===== src/rtl/mips_ctrl_pkg.sv =====
// Shared types and encodings for the multicycle MIPS main control FSM.
// State enum, opcodes, datapath select codes and the control output bundle.
package mips_ctrl_pkg;

  typedef enum logic [3:0] {
    FETCH    = 4'd0,
    DECODE   = 4'd1,
    MEMADR   = 4'd2,
    MEMRD    = 4'd3,
    MEMWB    = 4'd4,
    MEMWR    = 4'd5,
    RTYPE_EX = 4'd6,
    RTYPE_WB = 4'd7,
    BEQ_EX   = 4'd8,
    ADDI_EX  = 4'd9,
    ADDI_WB  = 4'd10,
    J_EX     = 4'd11
  } state_t;

  localparam logic [5:0] OP_R    = 6'b000000;
  localparam logic [5:0] OP_LW   = 6'b100011;
  localparam logic [5:0] OP_SW   = 6'b101011;
  localparam logic [5:0] OP_BEQ  = 6'b000100;
  localparam logic [5:0] OP_ADDI = 6'b001000;
  localparam logic [5:0] OP_J    = 6'b000010;

  localparam logic [1:0] ALU_ADD   = 2'b00;
  localparam logic [1:0] ALU_SUB   = 2'b01;
  localparam logic [1:0] ALU_FUNCT = 2'b10;

  localparam logic [1:0] SRCB_REGB = 2'b00;
  localparam logic [1:0] SRCB_FOUR = 2'b01;
  localparam logic [1:0] SRCB_IMM  = 2'b10;
  localparam logic [1:0] SRCB_IMM2 = 2'b11;

  localparam logic [1:0] PCSRC_ALU  = 2'b00;
  localparam logic [1:0] PCSRC_OUT  = 2'b01;
  localparam logic [1:0] PCSRC_JUMP = 2'b10;

  typedef struct packed {
    logic       pc_write;
    logic       pc_write_cond;
    logic       iord;
    logic       mem_read;
    logic       mem_write;
    logic       ir_write;
    logic       mem_to_reg;
    logic       reg_dst;
    logic       reg_write;
    logic       alu_src_a;
    logic [1:0] alu_src_b;
    logic [1:0] alu_op;
    logic [1:0] pc_source;
    logic       instr_done;
  } ctrl_out_t;

  function automatic logic is_known_op(
    input logic [5:0] op
  );
    return (op == OP_R)   || (op == OP_LW)
        || (op == OP_SW)  || (op == OP_BEQ)
        || (op == OP_ADDI) || (op == OP_J);
  endfunction

endpackage


===== src/rtl/mips_multicycle_control_if.sv =====
// Control <-> datapath bundle for the multicycle MIPS controller.
// master = controller side, slave = datapath side.
interface mips_multicycle_control_if;
  logic [5:0] opcode;
  logic       zero;
  logic       mem_ready;
  logic       pc_write;
  logic       pc_write_cond;
  logic       iord;
  logic       mem_read;
  logic       mem_write;
  logic       ir_write;
  logic       mem_to_reg;
  logic       reg_dst;
  logic       reg_write;
  logic       alu_src_a;
  logic [1:0] alu_src_b;
  logic [1:0] alu_op;
  logic [1:0] pc_source;
  logic       instr_done;
  logic       illegal_op;

  modport master (
    input  opcode, zero, mem_ready,
    output pc_write, pc_write_cond, iord,
    output mem_read, mem_write, ir_write,
    output mem_to_reg, reg_dst, reg_write,
    output alu_src_a, alu_src_b, alu_op,
    output pc_source, instr_done, illegal_op
  );

  modport slave (
    output opcode, zero, mem_ready,
    input  pc_write, pc_write_cond, iord,
    input  mem_read, mem_write, ir_write,
    input  mem_to_reg, reg_dst, reg_write,
    input  alu_src_a, alu_src_b, alu_op,
    input  pc_source, instr_done, illegal_op
  );
endinterface


===== src/rtl/mips_ctrl_outdec.sv =====
// Moore output decode of the control state, with the memory-gated
// enables (ir_write, pc_write, instr_done) qualified by mem_ready.
module mips_ctrl_outdec
  import mips_ctrl_pkg::*;
(
  input  state_t    state,
  input  logic      mem_ready,
  output ctrl_out_t ctrl
);

  // Per-state datapath controls; anything not set stays 0
  always_comb begin
    ctrl = '0;
    case (state)
      FETCH: begin
        ctrl.mem_read  = 1'b1;
        ctrl.alu_src_b = SRCB_FOUR;
        ctrl.alu_op    = ALU_ADD;
        ctrl.pc_source = PCSRC_ALU;
        ctrl.ir_write  = mem_ready;
        ctrl.pc_write  = mem_ready;
      end
      DECODE: begin
        ctrl.alu_src_b = SRCB_IMM2;
        ctrl.alu_op    = ALU_ADD;
      end
      MEMADR: begin
        ctrl.alu_src_a = 1'b1;
        ctrl.alu_src_b = SRCB_IMM;
        ctrl.alu_op    = ALU_ADD;
      end
      MEMRD: begin
        ctrl.mem_read = 1'b1;
        ctrl.iord     = 1'b1;
      end
      MEMWB: begin
        ctrl.reg_write  = 1'b1;
        ctrl.mem_to_reg = 1'b1;
        ctrl.instr_done = 1'b1;
      end
      MEMWR: begin
        ctrl.mem_write  = 1'b1;
        ctrl.iord       = 1'b1;
        ctrl.instr_done = mem_ready;
      end
      RTYPE_EX: begin
        ctrl.alu_src_a = 1'b1;
        ctrl.alu_src_b = SRCB_REGB;
        ctrl.alu_op    = ALU_FUNCT;
      end
      RTYPE_WB: begin
        ctrl.reg_write  = 1'b1;
        ctrl.reg_dst    = 1'b1;
        ctrl.instr_done = 1'b1;
      end
      BEQ_EX: begin
        ctrl.alu_src_a     = 1'b1;
        ctrl.alu_src_b     = SRCB_REGB;
        ctrl.alu_op        = ALU_SUB;
        ctrl.pc_write_cond = 1'b1;
        ctrl.pc_source     = PCSRC_OUT;
        ctrl.instr_done    = 1'b1;
      end
      ADDI_EX: begin
        ctrl.alu_src_a = 1'b1;
        ctrl.alu_src_b = SRCB_IMM;
        ctrl.alu_op    = ALU_ADD;
      end
      ADDI_WB: begin
        ctrl.reg_write  = 1'b1;
        ctrl.instr_done = 1'b1;
      end
      J_EX: begin
        ctrl.pc_write   = 1'b1;
        ctrl.pc_source  = PCSRC_JUMP;
        ctrl.instr_done = 1'b1;
      end
      default: ;
    endcase
  end

endmodule


===== src/rtl/mips_multicycle_control.sv =====
// Main control FSM of the multicycle MIPS datapath.
// Sequences FETCH/DECODE/execute states, stalls on mem_ready, flags bad opcodes.
module mips_multicycle_control
  import mips_ctrl_pkg::*;
#(
  parameter bit MEM_WAIT_EN = 1'b1
) (
  input logic clk,
  input logic rst_n,
  mips_multicycle_control_if.master bus
);

  state_t    state_q;
  state_t    state_d;
  logic      ill_q;
  logic      mr;
  logic      known;
  logic      bad_dec;
  ctrl_out_t dec;

  assign mr      = MEM_WAIT_EN ? bus.mem_ready : 1'b1;
  assign known   = is_known_op(bus.opcode);
  assign bad_dec = (state_q == DECODE) && !known;

  // State register
  always_ff @(posedge clk or negedge rst_n) begin
    if (!rst_n) state_q <= FETCH;
    else        state_q <= state_d;
  end

  // Sticky illegal-opcode flag, set when DECODE sees an unknown opcode
  always_ff @(posedge clk or negedge rst_n) begin
    if (!rst_n)       ill_q <= 1'b0;
    else if (bad_dec) ill_q <= 1'b1;
  end

  // Next-state; unused encodings fall back to FETCH
  always_comb begin
    state_d = FETCH;
    case (state_q)
      FETCH:    state_d = mr ? DECODE : FETCH;
      DECODE: begin
        case (bus.opcode)
          OP_LW,
          OP_SW:   state_d = MEMADR;
          OP_R:    state_d = RTYPE_EX;
          OP_BEQ:  state_d = BEQ_EX;
          OP_ADDI: state_d = ADDI_EX;
          OP_J:    state_d = J_EX;
          default: state_d = FETCH;
        endcase
      end
      MEMADR:   state_d = (bus.opcode == OP_LW)
                        ? MEMRD : MEMWR;
      MEMRD:    state_d = mr ? MEMWB : MEMRD;
      MEMWB:    state_d = FETCH;
      MEMWR:    state_d = mr ? FETCH : MEMWR;
      RTYPE_EX: state_d = RTYPE_WB;
      RTYPE_WB: state_d = FETCH;
      BEQ_EX:   state_d = FETCH;
      ADDI_EX:  state_d = ADDI_WB;
      ADDI_WB:  state_d = FETCH;
      J_EX:     state_d = FETCH;
      default:  state_d = FETCH;
    endcase
  end

  mips_ctrl_outdec u_outdec (
    .state     (state_q),
    .mem_ready (mr),
    .ctrl      (dec)
  );

  // Drive the bus; everything held at 0 while reset is asserted
  always_comb begin
    bus.pc_write      = rst_n & dec.pc_write;
    bus.pc_write_cond = rst_n & dec.pc_write_cond;
    bus.iord          = rst_n & dec.iord;
    bus.mem_read      = rst_n & dec.mem_read;
    bus.mem_write     = rst_n & dec.mem_write;
    bus.ir_write      = rst_n & dec.ir_write;
    bus.mem_to_reg    = rst_n & dec.mem_to_reg;
    bus.reg_dst       = rst_n & dec.reg_dst;
    bus.reg_write     = rst_n & dec.reg_write;
    bus.alu_src_a     = rst_n & dec.alu_src_a;
    bus.alu_src_b     = rst_n ? dec.alu_src_b : 2'b00;
    bus.alu_op        = rst_n ? dec.alu_op : 2'b00;
    bus.pc_source     = rst_n ? dec.pc_source : 2'b00;
    bus.instr_done    = rst_n & (dec.instr_done | bad_dec);
    bus.illegal_op    = rst_n & ill_q;
  end

endmodule


===== src/flat_wrapper.sv =====
// flat-port wrapper written by rule: the top's interface ports become plain ports
module mips_multicycle_control_flat import mips_ctrl_pkg::*;
#(
  parameter bit MEM_WAIT_EN = 1'b1
)
  (clk, rst_n, bus_opcode, bus_zero, bus_mem_ready, bus_pc_write, bus_pc_write_cond, bus_iord, bus_mem_read, bus_mem_write, bus_ir_write, bus_mem_to_reg, bus_reg_dst, bus_reg_write, bus_alu_src_a, bus_alu_src_b, bus_alu_op, bus_pc_source, bus_instr_done, bus_illegal_op);
  mips_multicycle_control_if bus_i ();
  input logic clk;
  input logic rst_n;
  input wire logic [$bits(bus_i.opcode)-1:0] bus_opcode;
  input wire logic [$bits(bus_i.zero)-1:0] bus_zero;
  input wire logic [$bits(bus_i.mem_ready)-1:0] bus_mem_ready;
  output wire logic [$bits(bus_i.pc_write)-1:0] bus_pc_write;
  output wire logic [$bits(bus_i.pc_write_cond)-1:0] bus_pc_write_cond;
  output wire logic [$bits(bus_i.iord)-1:0] bus_iord;
  output wire logic [$bits(bus_i.mem_read)-1:0] bus_mem_read;
  output wire logic [$bits(bus_i.mem_write)-1:0] bus_mem_write;
  output wire logic [$bits(bus_i.ir_write)-1:0] bus_ir_write;
  output wire logic [$bits(bus_i.mem_to_reg)-1:0] bus_mem_to_reg;
  output wire logic [$bits(bus_i.reg_dst)-1:0] bus_reg_dst;
  output wire logic [$bits(bus_i.reg_write)-1:0] bus_reg_write;
  output wire logic [$bits(bus_i.alu_src_a)-1:0] bus_alu_src_a;
  output wire logic [$bits(bus_i.alu_src_b)-1:0] bus_alu_src_b;
  output wire logic [$bits(bus_i.alu_op)-1:0] bus_alu_op;
  output wire logic [$bits(bus_i.pc_source)-1:0] bus_pc_source;
  output wire logic [$bits(bus_i.instr_done)-1:0] bus_instr_done;
  output wire logic [$bits(bus_i.illegal_op)-1:0] bus_illegal_op;
  assign bus_i.opcode = bus_opcode;
  assign bus_i.zero = bus_zero;
  assign bus_i.mem_ready = bus_mem_ready;
  assign bus_pc_write = bus_i.pc_write;
  assign bus_pc_write_cond = bus_i.pc_write_cond;
  assign bus_iord = bus_i.iord;
  assign bus_mem_read = bus_i.mem_read;
  assign bus_mem_write = bus_i.mem_write;
  assign bus_ir_write = bus_i.ir_write;
  assign bus_mem_to_reg = bus_i.mem_to_reg;
  assign bus_reg_dst = bus_i.reg_dst;
  assign bus_reg_write = bus_i.reg_write;
  assign bus_alu_src_a = bus_i.alu_src_a;
  assign bus_alu_src_b = bus_i.alu_src_b;
  assign bus_alu_op = bus_i.alu_op;
  assign bus_pc_source = bus_i.pc_source;
  assign bus_instr_done = bus_i.instr_done;
  assign bus_illegal_op = bus_i.illegal_op;
  mips_multicycle_control #(.MEM_WAIT_EN(MEM_WAIT_EN)) u_core (.clk(clk), .rst_n(rst_n), .bus(bus_i));
endmodule

===== config.mk =====
export PLATFORM = sky130hd
export DESIGN_NAME = mips_multicycle_control_flat
export DESIGN_NICKNAME = d
export VERILOG_FILES = /design/src/rtl/mips_ctrl_pkg.sv /design/src/rtl/mips_multicycle_control_if.sv /design/src/rtl/mips_ctrl_outdec.sv /design/src/rtl/mips_multicycle_control.sv /design/src/flat_wrapper.sv
export SDC_FILE = /design/constraint.sdc
export NUM_CORES = 1
export LEC_CHECK = 0
export ABC_AREA = 1
export CELL_PAD_IN_SITES_DETAIL_PLACEMENT = 0
export CELL_PAD_IN_SITES_GLOBAL_PLACEMENT = 1
export CORE_ASPECT_RATIO = 1.25
export CORE_MARGIN = 2
export CORE_UTILIZATION = 25
export DETAILED_ROUTE_END_ITERATION = 8
export HOLD_SLACK_MARGIN = 0.05
export PLACE_DENSITY_LB_ADDON = 0.3
export SLEW_MARGIN = 0
export SYNTH_ARGS = -nofsm -noshare
export SYNTH_HDL_FRONTEND = slang
export SYNTH_SLANG_ARGS = --single-unit

===== constraint.sdc =====
create_clock -name clk -period 1.6 [get_ports clk]
set_clock_uncertainty 0.2 [all_clocks]
set_input_delay 0.16 -clock clk [delete_from_list [all_inputs] [get_ports clk]]
set_output_delay 0.16 -clock clk [all_outputs]
set_load 0.1 [all_outputs]

**After elaboration in Yosys (flattened, before gate mapping)**

Cells that the tools add are included.
W data, S select, Z words.

- Reductions and logical operators: 16
- Multiplexer cells: 22
- Equal/unequal tests: 16
- Bitwise gates (word level): 13

Operators by type and width:

| operator | count |
|---|---|
| $pmux W4 S5 | 2 |
| $pmux W4 S7 | 1 |
| $eq A4 B3 Y1 const B | 4 |
| $eq A4 B4 Y1 const B | 4 |
| $and A1 B1 Y1 | 12 |
| $eq A6 B6 Y1 const B | 2 |
| $mux W1 | 10 |
| $mux W3 | 3 |
| $eq A4 B2 Y1 const B | 2 |
| $reduce_or A2 Y1 | 4 |
| $eq A6 B2 Y1 const B | 1 |
| $eq A6 B3 Y1 const B | 1 |
| $eq A6 B4 Y1 const B | 1 |
| $logic_not A6 Y1 | 1 |
| $mux W2 | 3 |
| $logic_or A1 B1 Y1 | 5 |
| $reduce_or A5 Y1 | 1 |
| $eq A4 B1 Y1 const B | 1 |
| $logic_not A4 Y1 | 1 |
| $pmux W1 S2 | 2 |
| $pmux W2 S2 | 1 |
| $reduce_or A4 Y1 | 1 |
| $reduce_or A3 Y1 | 1 |
| $logic_and A1 B1 Y1 | 1 |
| other kinds (2) | 2 |

- Register bits after elaboration: 5
- Logic and storage cells: 69
- Bits of input ports: 10

**Depth between registers and ports, before layout**

- Word-level depth: 10
- Depth in mapped cells: 8
- Depth with buffers taken out: 8

**Cells and area by module**

From an unflattened synthesis, not the netlist that was laid out.

- Cells, all modules: 144
- Area, all modules: 752.0 µm²

Modules (own cells, without submodules):

| module | area an instance (µm²) | times used | cells each |
|---|---|---|---|
| mips_multicycle_control | 554.3 | 1 | 100 |
| mips_ctrl_outdec | 197.7 | 1 | 44 |

**Worst setup path before layout**

Ideal clock, no wire load.

- Kind: reg-to-output
- Start: register u_core.state_q[1]
- End: output port bus_alu_op[0]
- Slack: -2.120 ns
- Path buffers: 1
- Arrival time: 3.360 ns
- Stages on the path, launching flop included: 5
- Data required time: 1.240 ns
- Cell sequence: dfrtp_1 nor2_1 inv_1 nor3_1 buf_4

- Cells in the longest elaborated chain, start to end: 4

RTL lines:

| element | RTL line | text |
|---|---|---|
| start, declared | mips_multicycle_control.sv:13 | `state_t state_q;` |
| start signal, assigned | mips_multicycle_control.sv:28 | `else state_q <= state_d;` |
| $eq A4 B2 Y1 / $eq A4 B4 Y1 (equally long branches) | mips_ctrl_outdec.sv:14 | `case (state)` |
| $reduce_or A2 Y1 (no line) | n/a |  |
| $pmux W4 S5 (*) | mips_ctrl_outdec.sv:14 |  |
| $mux W2 (*) | mips_multicycle_control.sv:87 | `bus.alu_op = rst_n ? dec.alu_op : 2'b00;` |
| end, declared | flat_wrapper.sv:24 | `output wire logic [$bits(bus_i.alu_op)-1:0] bus_alu_op;` |

Every way passes the cells marked *; elsewhere a longest branch is shown, timed or not.

**Worst setup path after layout**

- Start: register u_core.state_q[0]
- End: output port bus_alu_src_b[1]

- Cells in the longest elaborated chain, start to end: 4

RTL lines:

| element | RTL line | text |
|---|---|---|
| $eq A4 B2 Y1 / $eq A4 B4 Y1 (equally long branches) | mips_ctrl_outdec.sv:14 |  |
| $reduce_or A2 Y1 (no line) | n/a |  |
| $pmux W4 S5 (*) | mips_ctrl_outdec.sv:14 |  |
| $mux W2 (*) | mips_multicycle_control.sv:86 | `bus.alu_src_b = rst_n ? dec.alu_src_b : 2'b00;` |
| end, declared | flat_wrapper.sv:23 | `output wire logic [$bits(bus_i.alu_src_b)-1:0] bus_alu_src_b;` |

Marked as above.

==> flow_summary.toml <==
[clock_tree]
cts_max_level = 1
cts.clk_slew.worst_paths_ns = 0.05
clockBufferDepth = 2
clock-sinks = 5
cts_buffers = 3
clock_latency_ns = 0.26
cts_tree = "done"
clockRootBuffer = "clkbuf_4"

[sta]
fin_crit_sh_pct = 120.0
fmax_ghz = 0.5208
setup_slack_ns = -0.3201
finalCriticalPeriod_ns = 1.920
relSlewSlack_pct = 76.74
tightest_slew_ns = 0.3445
slew_violations = 0
finalSetupViolCount = 17
hold_slack_ns = 0.1192
rsz0062_at_grt = "yes"
hold_viol = 0

[placed_design]
place_inst = 178
pre_cts_ws_ns = -0.2959
portBuffers = 26
post_dp_cell_area_sq_um = 1426
hpwl_microns = 1751
place.gp.congestion = 0.8316

[global_route]
track_usage_pct = 19.21
antenna_found_initial = 0
grt_first_pass_wirelength_microns = 3795
grt_remaining_overflow = 0
grt_start_max_net_pins = 10
grt_pass1_vias = 898

[layout]
final_cell_mix = "21 x buf_12, 21 x buf_4, 12 x nor2_4, 12 x nor2_1, 12 x nand2_1"
fin_nets = 170
finalInstanceArea_sq_um = 1628
finalNonFillerCells = 190
post_route_cells_drive_above_1_share_pct = 64.15
area_growth_pct = 187.8
diodes = 0

[critical_path]
crit_type = "flop to output pin"
startpoint_type = "flop"
worstPathRequired_ns = 1.24
crit_slowest_cell = "dfrtp_1"
worstPathCellList = "inv_2, nand2_2, or2_4, a211oi_4, buf_12"
cp_max_fo = 2
critPathArrivalTime_ns = 1.56
cp-end-kind = "output pin"
cpPeakStageDelay_ns = 0.40

[floorplan]
dieArea_sq_um = 2661
rows = 19
initial_utilization_pct = 26.14
die_h_microns = 57.18
pin_count = 28
dieWidth_microns = 46.54
core_area_sq_um = 2163

[synthesis]
synth_top_area_share_pct = 22.12
synth-seq-cells = 5
netlist_instances = 100
yosysTopAreaCell = "dfrtp_1"
syn-cell-area_sq_um = 565.5
synth_nets = 110
synth_seq_area_share_pct = 22.12
synth.distinct_cells = 22
avgSynthCellArea_sq_um = 5.655
yosys_warnings = 0
synthTopCellsByArea = "dfrtp_1 22%, nor2_1 15%, nand2_1 14%"

[routing]
num_vias = 852
vias_per_cell = 4.484
dr.pass1.iters = 4
drt-wirelength-per-cell_microns = 11.99
drt-initial-drc-count = 11
ant_nets = 0
drc = 0
totalWireLength_microns = 2278

[power]
powerDensity_nw_per_um2 = 780.8
vdd_drop_max_mv = 0.6262
leakage_uw = 0.0007475

[job]
maxCapViolCount = 0

[min_path]
hold_class = "primary input to flop"

[outcome]
violations = "negative setup slack"
status = "complete, but fails checks"
==> cells by family after synthesis <==
kind of cell    count (synthesis)  synth area share [%]
simple gates                   63                 49.34
buf+inv                        20                 14.60
compound gates                 12                 13.94
flops                           5                 22.12
==> report_power, final <==
| part | switching, uW | internal [uW] |
|---|---|---|
| sequential | 20.3 | 141 |
| clock | 67.7 | 91.4 |
| combinational | 561 | 389 |
| total | 649 | 622 |
==> area by class of cell <==
cell class              instances  area [sq um]
clock buffers                   3         22.52
inverters                      17         71.32
repair buffers                 58         749.5
clock inverters                 1         5.005
well taps                      31         38.79
fillers                       144         535.5
flip-flops and latches          5         128.9
multi-input cells              75         611.8
==> worst paths after layout <==
kind                            slack, ns                         from  cells past startpoint                           to
worst max-delay path                -0.32  u_core.state_q[0]$_DFF_PN0_                      5             bus_alu_src_b[1]
worst min-delay path                 0.12                bus_opcode[2]                      4  u_core.state_q[1]$_DFF_PN0_
worst max register to register       0.01  u_core.state_q[1]$_DFF_PN0_                      8  u_core.state_q[2]$_DFF_PN0_
worst min register to register       0.27     u_core.ill_q$_DFFE_PN0P_                      2     u_core.ill_q$_DFFE_PN0P_
max in group asynchronous            0.37                        rst_n                      3  u_core.state_q[2]$_DFF_PN0_
min in group asynchronous            0.62                        rst_n                      3  u_core.state_q[0]$_DFF_PN0_
==> cell usage after synthesis, drive strengths merged <==
library cell,count
nor3,2
nand3,7
nor2,27
dfrtp,5
nand3b,1
a221oi,1
clkbuf,1
inv,17
nand4,2
o21ai,3
a21oi,4
a211oi,2
or2,2
o311ai,1
o22ai,1
nand2,22
buf,2
==> registers in the layout, summed over array words and instances (netlist names) <==
name,count
u_core.ill_q,1
u_core.state_q,4
==> critical path: cells and delay by family (launching register included) <==
family | cells | cell delay (ns)
AND/OR/NAND/NOR | 2 | 0.32
AO/OA/AOI/OAI | 1 | 0.27
flip-flops | 1 | 0.40
buffers and inverters | 2 | 0.31
==> routing by layer <==
layer	track usage, %	vias up	share of wire, %
li1	-	435	-
met3	2.215	4	2.4
met2	36.31	19	60
met1	20.24	394	35
met4	7.347	0	2.0
met5	0	-	0
==> per-stage QoR <==
| step | utilization, % | power, uW | setup TNS [ns] |
|---|---|---|---|
| 6_report | 75.25 | 1271 | -4.208 |
| 5_1_grt | 75.25 | 1320 | -5.247 |
| 4_1_cts | 71.49 | 1232 | -4.094 |
| 3_5_place_dp | 65.93 | 1012 | -2.450 |
| 3_3_place_gp | 65.93 | 1001 | -2.165 |
| 2_1_floorplan | - | 687.3 | -3.947 |
==> timing repair <==
item	4_1_cts	5_1_grt
endpoints found under the hold margin	5	0
resized for setup	17	17
hold buffers	1	0
buffers inserted	4	3
pin swaps	13	11
setup endpoints to repair	18	20
No activity file was read; power rests on OpenSTA's default activity.
